===== src/rtl/camera_downsampler.sv =====
// ============================================================================
// Module   : camera_downsampler
// Purpose  : Byte-serial RGB565 camera capture -> RGB332 frame-buffer writes
//            with X/Y addresses clipped to SCREEN_WIDTH x SCREEN_HEIGHT.
// Option   : define TEST_PATTERN_EN to enable horizontal colour bars when
//            TEST_MODE=1 (framing still follows the camera).
// Revision : 1.0 - initial release
// ============================================================================
`default_nettype none

module camera_downsampler #(
  parameter int SCREEN_WIDTH  = 176,
  parameter int SCREEN_HEIGHT = 144
) (
  input  logic       CLK,
  input  logic       RESET_N,
  input  logic [7:0] CAM_DATA,
  input  logic       CAM_HREF,
  input  logic       CAM_VSYNC,
  input  logic       TEST_MODE,
  output logic [7:0] PIXEL_OUT,
  output logic       W_EN,
  output logic [9:0] X_ADDR,
  output logic [9:0] Y_ADDR,
  output logic       FRAME_DONE
);

  typedef enum logic [1:0] {
    WAIT_FRAME  = 2'd0,
    WAIT_LINE   = 2'd1,
    SECOND_BYTE = 2'd2,
    FIRST_BYTE  = 2'd3
  } state_t;

  localparam logic [9:0] C_CNT_MAX = 10'd1023;
  localparam logic [9:0] C_WIDTH   = 10'(SCREEN_WIDTH);
  localparam logic [9:0] C_HEIGHT  = 10'(SCREEN_HEIGHT);

  state_t     state_q, state_d;
  logic       vsync_q, vsync_d;
  logic       href_q, href_d;
  logic [7:0] byte1_q, byte1_d;
  logic [9:0] x_q, x_d;
  logic [9:0] y_q, y_d;
  logic       line_pix_q, line_pix_d;
  logic [7:0] pixel_out_q, pixel_out_d;
  logic       w_en_q, w_en_d;
  logic [9:0] x_addr_q, x_addr_d;
  logic [9:0] y_addr_q, y_addr_d;
  logic       frame_done_q, frame_done_d;

  logic       w_vsync_rise;
  logic       w_vsync_fall;
  logic       w_href_fall;
  logic [7:0] w_pixel;

  // Edges are taken between the live input and its one-cycle-old copy.
  always_comb begin
    w_vsync_rise = CAM_VSYNC & ~vsync_q;
    w_vsync_fall = ~CAM_VSYNC & vsync_q;
    w_href_fall  = ~CAM_HREF & href_q;
  end

`ifdef TEST_PATTERN_EN
  // Pixel source: colour bars by current row in test mode, else RGB565 -> RGB332.
  always_comb begin
    if (TEST_MODE) begin
      if (y_q < 10'd48)      w_pixel = 8'hE0;
      else if (y_q < 10'd96) w_pixel = 8'h1C;
      else                   w_pixel = 8'h03;
    end else begin
      w_pixel = {byte1_q[7:5], byte1_q[2:0], CAM_DATA[4:3]};
    end
  end
`else
  logic unused_test_mode;
  assign unused_test_mode = TEST_MODE;

  // Pixel source: top bits of R, G and B from the two RGB565 bytes.
  always_comb begin
    w_pixel = {byte1_q[7:5], byte1_q[2:0], CAM_DATA[4:3]};
  end
`endif

  // Next-state logic: capture FSM, X/Y counters and the registered write port.
  always_comb begin
    state_d      = state_q;
    vsync_d      = CAM_VSYNC;
    href_d       = CAM_HREF;
    byte1_d      = byte1_q;
    x_d          = x_q;
    y_d          = y_q;
    line_pix_d   = line_pix_q;
    pixel_out_d  = pixel_out_q;
    w_en_d       = 1'b0;
    x_addr_d     = x_addr_q;
    y_addr_d     = y_addr_q;
    frame_done_d = 1'b0;

    if (w_vsync_rise) begin
      // Frame end overrides everything, including a second byte this cycle.
      frame_done_d = 1'b1;
      x_d          = 10'd0;
      y_d          = 10'd0;
      line_pix_d   = 1'b0;
      state_d      = WAIT_FRAME;
    end else begin
      // A line only advances Y if it produced at least one pixel.
      if (w_href_fall) begin
        x_d        = 10'd0;
        line_pix_d = 1'b0;
        if (line_pix_q && (y_q != C_CNT_MAX)) begin
          y_d = y_q + 10'd1;
        end
      end

      case (state_q)
        WAIT_FRAME: begin
          if (w_vsync_fall) state_d = WAIT_LINE;
        end
        WAIT_LINE, FIRST_BYTE: begin
          if (CAM_HREF) begin
            byte1_d = CAM_DATA;
            state_d = SECOND_BYTE;
          end else begin
            state_d = WAIT_LINE;
          end
        end
        SECOND_BYTE: begin
          if (CAM_HREF) begin
            pixel_out_d = w_pixel;
            x_addr_d    = x_q;
            y_addr_d    = y_q;
            w_en_d      = (x_q < C_WIDTH) && (y_q < C_HEIGHT);
            line_pix_d  = 1'b1;
            if (x_q != C_CNT_MAX) x_d = x_q + 10'd1;
            state_d     = FIRST_BYTE;
          end else begin
            // Odd trailing byte: drop it.
            state_d = WAIT_LINE;
          end
        end
        default: state_d = WAIT_FRAME;
      endcase
    end
  end

  // State and output registers with asynchronous active-low clear.
  always_ff @(posedge CLK or negedge RESET_N) begin
    if (!RESET_N) begin
      state_q      <= WAIT_FRAME;
      vsync_q      <= 1'b0;
      href_q       <= 1'b0;
      byte1_q      <= 8'd0;
      x_q          <= 10'd0;
      y_q          <= 10'd0;
      line_pix_q   <= 1'b0;
      pixel_out_q  <= 8'd0;
      w_en_q       <= 1'b0;
      x_addr_q     <= 10'd0;
      y_addr_q     <= 10'd0;
      frame_done_q <= 1'b0;
    end else begin
      state_q      <= state_d;
      vsync_q      <= vsync_d;
      href_q       <= href_d;
      byte1_q      <= byte1_d;
      x_q          <= x_d;
      y_q          <= y_d;
      line_pix_q   <= line_pix_d;
      pixel_out_q  <= pixel_out_d;
      w_en_q       <= w_en_d;
      x_addr_q     <= x_addr_d;
      y_addr_q     <= y_addr_d;
      frame_done_q <= frame_done_d;
    end
  end

  assign PIXEL_OUT  = pixel_out_q;
  assign W_EN       = w_en_q;
  assign X_ADDR     = x_addr_q;
  assign Y_ADDR     = y_addr_q;
  assign FRAME_DONE = frame_done_q;

endmodule

`default_nettype wire


===== config.mk =====
export PLATFORM = sky130hd
export DESIGN_NAME = camera_downsampler
export DESIGN_NICKNAME = d
export VERILOG_FILES = /design/src/rtl/camera_downsampler.sv
export SDC_FILE = /design/constraint.sdc
export NUM_CORES = 1
export LEC_CHECK = 0
export ABC_AREA = 1
export ABC_CLOCK_PERIOD_IN_PS = 1900
export CORE_ASPECT_RATIO = 1.2
export CORE_MARGIN = 2
export CORE_UTILIZATION = 53
export DETAILED_ROUTE_END_ITERATION = 12
export GPL_ROUTABILITY_DRIVEN = 0
export PLACE_DENSITY_LB_ADDON = 0.1
export SETUP_SLACK_MARGIN = 0.2
export SYNTH_ARGS = -nofsm -noshare
export SYNTH_HDL_FRONTEND = slang
export SYNTH_SLANG_ARGS = --single-unit
export TNS_END_PERCENT = 20

===== constraint.sdc =====
create_clock -name CLK -period 1.9 [get_ports CLK]
set_input_delay 0.19 -clock CLK [delete_from_list [all_inputs] [get_ports CLK]]
set_output_delay 0.19 -clock CLK [all_outputs]
set_load 0.05 [all_outputs]

* Word level (Yosys, flattened, before mapping) *
Cells that the tools add are included.

word-level totals
  flip-flop bits (word level) = 63
  input bits = 13
  output and inout port bits = 30
  logic and storage cells = 59

operators by class
  $add $sub $neg = 2
  order comparisons = 2
  equal/unequal tests = 6
  multiplexer cells = 21
  bitwise logic cells = 7
  reduce and logical (&&, ||, !) cells = 9

operators with widths
  cell                   count
  $mux 10                8
  $add 10x1->10 const B  2
  $lt 10x8->1 const B    2
  $ne 10x10->1 const B   2
  $mux 1                 8
  $mux 2                 4
  $pmux 2 s3             1
  $reduce_and 3->1       2
  $eq 2x2->1 const B     2
  $not 1->1              4
  $reduce_bool 2->1      2
  $and 1x1->1            3
  $ne 3x3->1 const B     1
  $eq 2x1->1 const B     1
  $logic_and 1x1->1      2
  $logic_not 2->1        1
  $reduce_and 2->1       1
  $reduce_or 2->1        1

* Depth between registers and ports, before layout *
  depth in word-level cells = 7
  gate-level depth with buffers = 9

* Worst setup path before layout *
Ideal clock, no wire load.

  kind = register to register
  start point = reg vsync_q
  end point = reg byte1_q[0]
  setup time = 125 ps
  arrival time = 1333 ps
  data required time = 1775 ps
  slack = 442 ps
  cell stages (with the launch flop) = 7
  path buffers = 1
  clock period less this slack = 1458 ps
  cell sequence = dfrtp_1 inv_1 ha_1 buf_2 inv_2 nand2_1 mux2_2

on the way
  cells in the longest elaborated chain, start to end = 4

RTL lines
  item                        RTL line  text
  start, declared             40        logic vsync_q, vsync_d;
  start signal, assigned      165       vsync_q <= vsync_d;
  $not 1->1                   59        w_vsync_rise = CAM_VSYNC & ~vsync_q;
  $and 1x1->1                 59
  $not 1->1 (no line)         n/a
  $reduce_and 3->1 (no line)  n/a
  end signal, assigned        167       byte1_q <= byte1_d;
  end, declared               42        logic [7:0] byte1_q, byte1_d;

Every way passes these cells.
A chain may end at the register's enable or synchronous reset.

* Worst setup path in the final report *
  start point = reg pixel_out_q[4] (netlist: PIXEL_OUT[4])
  end point = out PIXEL_OUT[4]

RTL lines
  item                    RTL line  text
  start, declared         46        logic [7:0] pixel_out_q, pixel_out_d;
  start signal, assigned  171       pixel_out_q <= pixel_out_d;
  end, declared           21        output logic [7:0] PIXEL_OUT,

No word-level cell between the ends.

==> summary.md <==
| Metric | Value |
|---|---|
| Routed Antenna Nets | `0` |
| R2R Path Start | `x_q[0]$_DFF_PN0_` |
| DP Wirelength | `between 3 and 4 mm` |
| IO Count | `43` |
| Overall power | `3.80 mW` |
| Die H | `83.7 um` |
| WP buf/inv | `1` |
| Slew @ Worst Pin | `between 0.5 and 0.6 ns` |
| Fin crit share | `0.889` |
| Detailed Route Iter0 Violations | `145` |
| Global-route wire length before repair | `9.56 mm` |
| Final count of negative-setup-slack endpoints | `0` |
| Worst hold path type | `in2reg` |
| Drt pass-1 iters | `4` |
| Status | `finished, final reports clean` |
| Crit-path leading delay family | `buffers and inverters` |
| Initial antenna violation count | `0` |
| Routed len/inst | `13.1 um` |
| Placed insts | `between 400 and 500` |
| Hold_ws | `0.352 ns` |
| Worst-path clk slew | `0.07 ns` |
| Die Wd | `70.4 um` |
| Row count | `29` |
| Peak VDD IR | `0.000805 V` |
| Sequential share of the synthesized area | `0.545` |
| Die ar. | `approximately 5900 um2` |
| Setup_tns | `0 ns` |
| Critical path startpoint category | `register` |
| Hold Path Sink | `vsync_q$_DFF_PN0_` |
| CTS max path bufs | `2` |
| Via-per-instance ratio | `5.14` |
| Clk sinks | `just over 60` |
| Initial Util | `0.540` |
| Design area | `3540 um2` |
| Total power divided by cell area | `1070 nW/um2` |
| Sw frac | `0.333` |
| Wirelength, routed | `5.61 mm` |
| Internal power | `2.53 mW` |
| Synth Instances | `309` |
| CP max stage delay | `0.81 ns` |
| Top post-synthesis cells by area | `dfrtp_1 54%, nand2_1 9.6%, o21ai_0 5.7%, mux2_2 5.2%, inv_1 5.0%` |
| Clk root buf | `clkbuf_8` |
| Final Util | `0.683` |
| Core box area | `5190 um2` |
| Synth Warn # | `0` |
| Final critical-path setup slack | `0.211 ns` |
| Hold Fails Final Rpt | `0` |
| Share of the synthesized area in the top cell type | `0.545` |
| Worst-path fanout max | `2` |
| Reg2Reg Setup Slack | `approximately 0.32 ns` |
| Yosys reg bits | `61` |
| Number of remaining DRC errors | `0` |
| Worst Setup Path Type | `reg2out` |
| Syn Nets | `325` |
| CP Cell Sequence | `clkdlybuf4s50_1` |
| Reg-to-reg endpoint | `x_q[6]$_DFF_PN0_` |
| Hold Path Origin | `CAM_VSYNC` |
| Mean post-synth cell area | `9.07 um2` |
| Pleak | `~1.6 nW` |
| Area leader, netlist | `dfrtp_1` |
| Critical-path top delay cell | `clkdlybuf4s50_1` |
| CP Depth | `1` |
| Worst r2r path cells | `8` |
| Final min period | `1.69 ns` |
| H-Tree Depth | `3` |
| Max Clock Skew | `between 0.006 and 0.007 ns` |
| Critical Path AT | `1.50 ns` |
| Largest net degree at the start of global routing | `62` |
| CTS tree | `done` |
| Pre-CTS setup slack | `around 0.097 ns` |
| Max Slew Vio Count | `0` |
| Worst hold stages | `1` |
| Antenna cell count | `0` |
| Fmax achieved | `0.592 GHz` |
| Share of cells above drive strength 1 | `0.148` |
| RSZ-0062 raised after global routing | `true` |
| Max-Cap Viols | `0` |
| Synth Cell Area | `2800 um2` |
| Netlist cell types | `28` |
| GRT Total Usage | `0.207` |
| Placement Cell Area | `3310 um2` |
| P&R area growth vs syn | `26.4%` |
| NetSw | `1.27 mW` |
| WP data required | `1.71 ns` |
| Rel. slew slack | `0.658` |
| GR Overflow Total | `0` |
| Endpoint class of the critical path | `output port` |
| Gate power share | `0.273` |
| Fillers | `446` |
| Post-CTS Setup Bufs | `0` |
| Non-Filler Instances | `428` |
| Worst skew pair latency | `0.33 ns` |
| Via count | `2202` |
| Number of port buffers | `41` |
| Number of global-route vias before repair | `2119` |
| Power share of the clock group | `0.310` |
| Nets@finish | `about 380` |
| Sequential Power Share | `0.417` |
| Clock buffer count from CTS | `9` |
-- layout by cell type (no fill, tap or decap), types with 5 or more instances in the layout --
master | netlist | final
nand2_1 | 72 | 72
dfrtp_1 | 61 | 60
clkdlybuf4s50_1 | 0 | 38
inv_1 | 37 | 37
o21ai_0 | 32 | 32
nor2_1 | 31 | 31
mux2_2 | 13 | 13
clkbuf_8 | 0 | 11
nand4_1 | 10 | 10
nand3_1 | 9 | 9
a21oi_1 | 5 | 5
buf_4 | 0 | 5
-- power groups by stage --
stage | Combinational, mW | Clock [mW] | Sequential, mW
2_1_floorplan | 0.231 | 0 | 2.04
3_3_place_gp | 1.03 | 0 | 1.60
3_5_place_dp | 1.04 | 0 | 1.61
4_1_cts | 1.05 | 1.21 | 1.59
5_1_grt | 1.09 | 1.28 | 1.61
6_report | 1.04 | 1.18 | 1.58
-- cells by family after synthesis --
group / count (synthesis) / share of synthesized area
AND/OR/NAND/NOR: 138 / 0.219
flip-flops: 61 / 0.545
AO/OA/AOI/OAI: 46 / 0.0951
buffers and inverters: 46 / 0.0692
multiplexers: 13 / 0.0522
adder cells (fa/ha/maj): 3 / 0.0134
XOR/XNOR: 2 / 0.00625
-- worst max-delay path by stage --
stage	slack [ns]	endpoint	start
2_1_floorplan	0.44	byte1_q[0]$_DFFE_PN0P_	vsync_q$_DFF_PN0_
3_3_place_gp	0.12	PIXEL_OUT[5]$_DFFE_PN0P_	CAM_VSYNC
3_5_place_dp	0.1	PIXEL_OUT[4]$_DFFE_PN0P_	CAM_VSYNC
4_1_cts	0.18	Y_ADDR[9]	Y_ADDR[9]$_DFFE_PN0P_
5_1_grt	0.16	Y_ADDR[6]	Y_ADDR[6]$_DFFE_PN0P_
6_report	0.21	PIXEL_OUT[4]	PIXEL_OUT[4]$_DFFE_PN0P_
-- metal layers --
metal / vias to the layer above / wire length, um / part of all wire / track usage
met5: - / 0 / 0 / 0
met4: 0 / 84 / 0.015 / 0.115
met3: 6 / 210 / 0.037 / 0.0423
met2: 45 / 2790 / 0.50 / 0.323
met1: 1048 / 2530 / 0.45 / 0.269
li1: 1103 / - / - / -
-- registers in the layout, summed over array words and instances (netlist names), 2 cells and up --
register	flops
X_ADDR	10
Y_ADDR	10
x_q	10
y_q	10
PIXEL_OUT	8
byte1_q	6
state_q	2
-- repair_timing --
item | 4_1_cts | 5_1_grt
endpoints found under the setup margin | 9 | 31
hold buffers | 1 | 0
resized for setup | 1 | 3
hold endpoints to repair | 61 | 0
-- final cells by class --
cell class / count / area, um2 / area share
clock buffers: 11 / 151 / 0.0427
clock inverters: 5 / 58.8 / 0.0166
inverters: 38 / 143 / 0.0403
multi-input cells: 202 / 1090 / 0.308
flip-flops and latches: 61 / 1530 / 0.431
well taps: 62 / 77.6 / 0.0219
repair buffers: 49 / 494 / 0.139
-- synthesized netlist by cell type, drive strengths merged --
| cell type | count |
|---|---|
| o211ai | 1 |
| clkbuf | 3 |
| nand2 | 74 |
| a211oi | 3 |
| a21oi | 5 |
| xor2 | 2 |
| o21ai | 35 |
| nor3 | 6 |
| ha | 3 |
| nand3 | 11 |
| inv | 38 |
| buf | 5 |
| dfrtp | 61 |
| nor2 | 36 |
| o21bai | 1 |
| a31oi | 1 |
| mux2 | 13 |
| nand4 | 10 |
| nor4 | 1 |
Power figures use the tool's default switching activity.
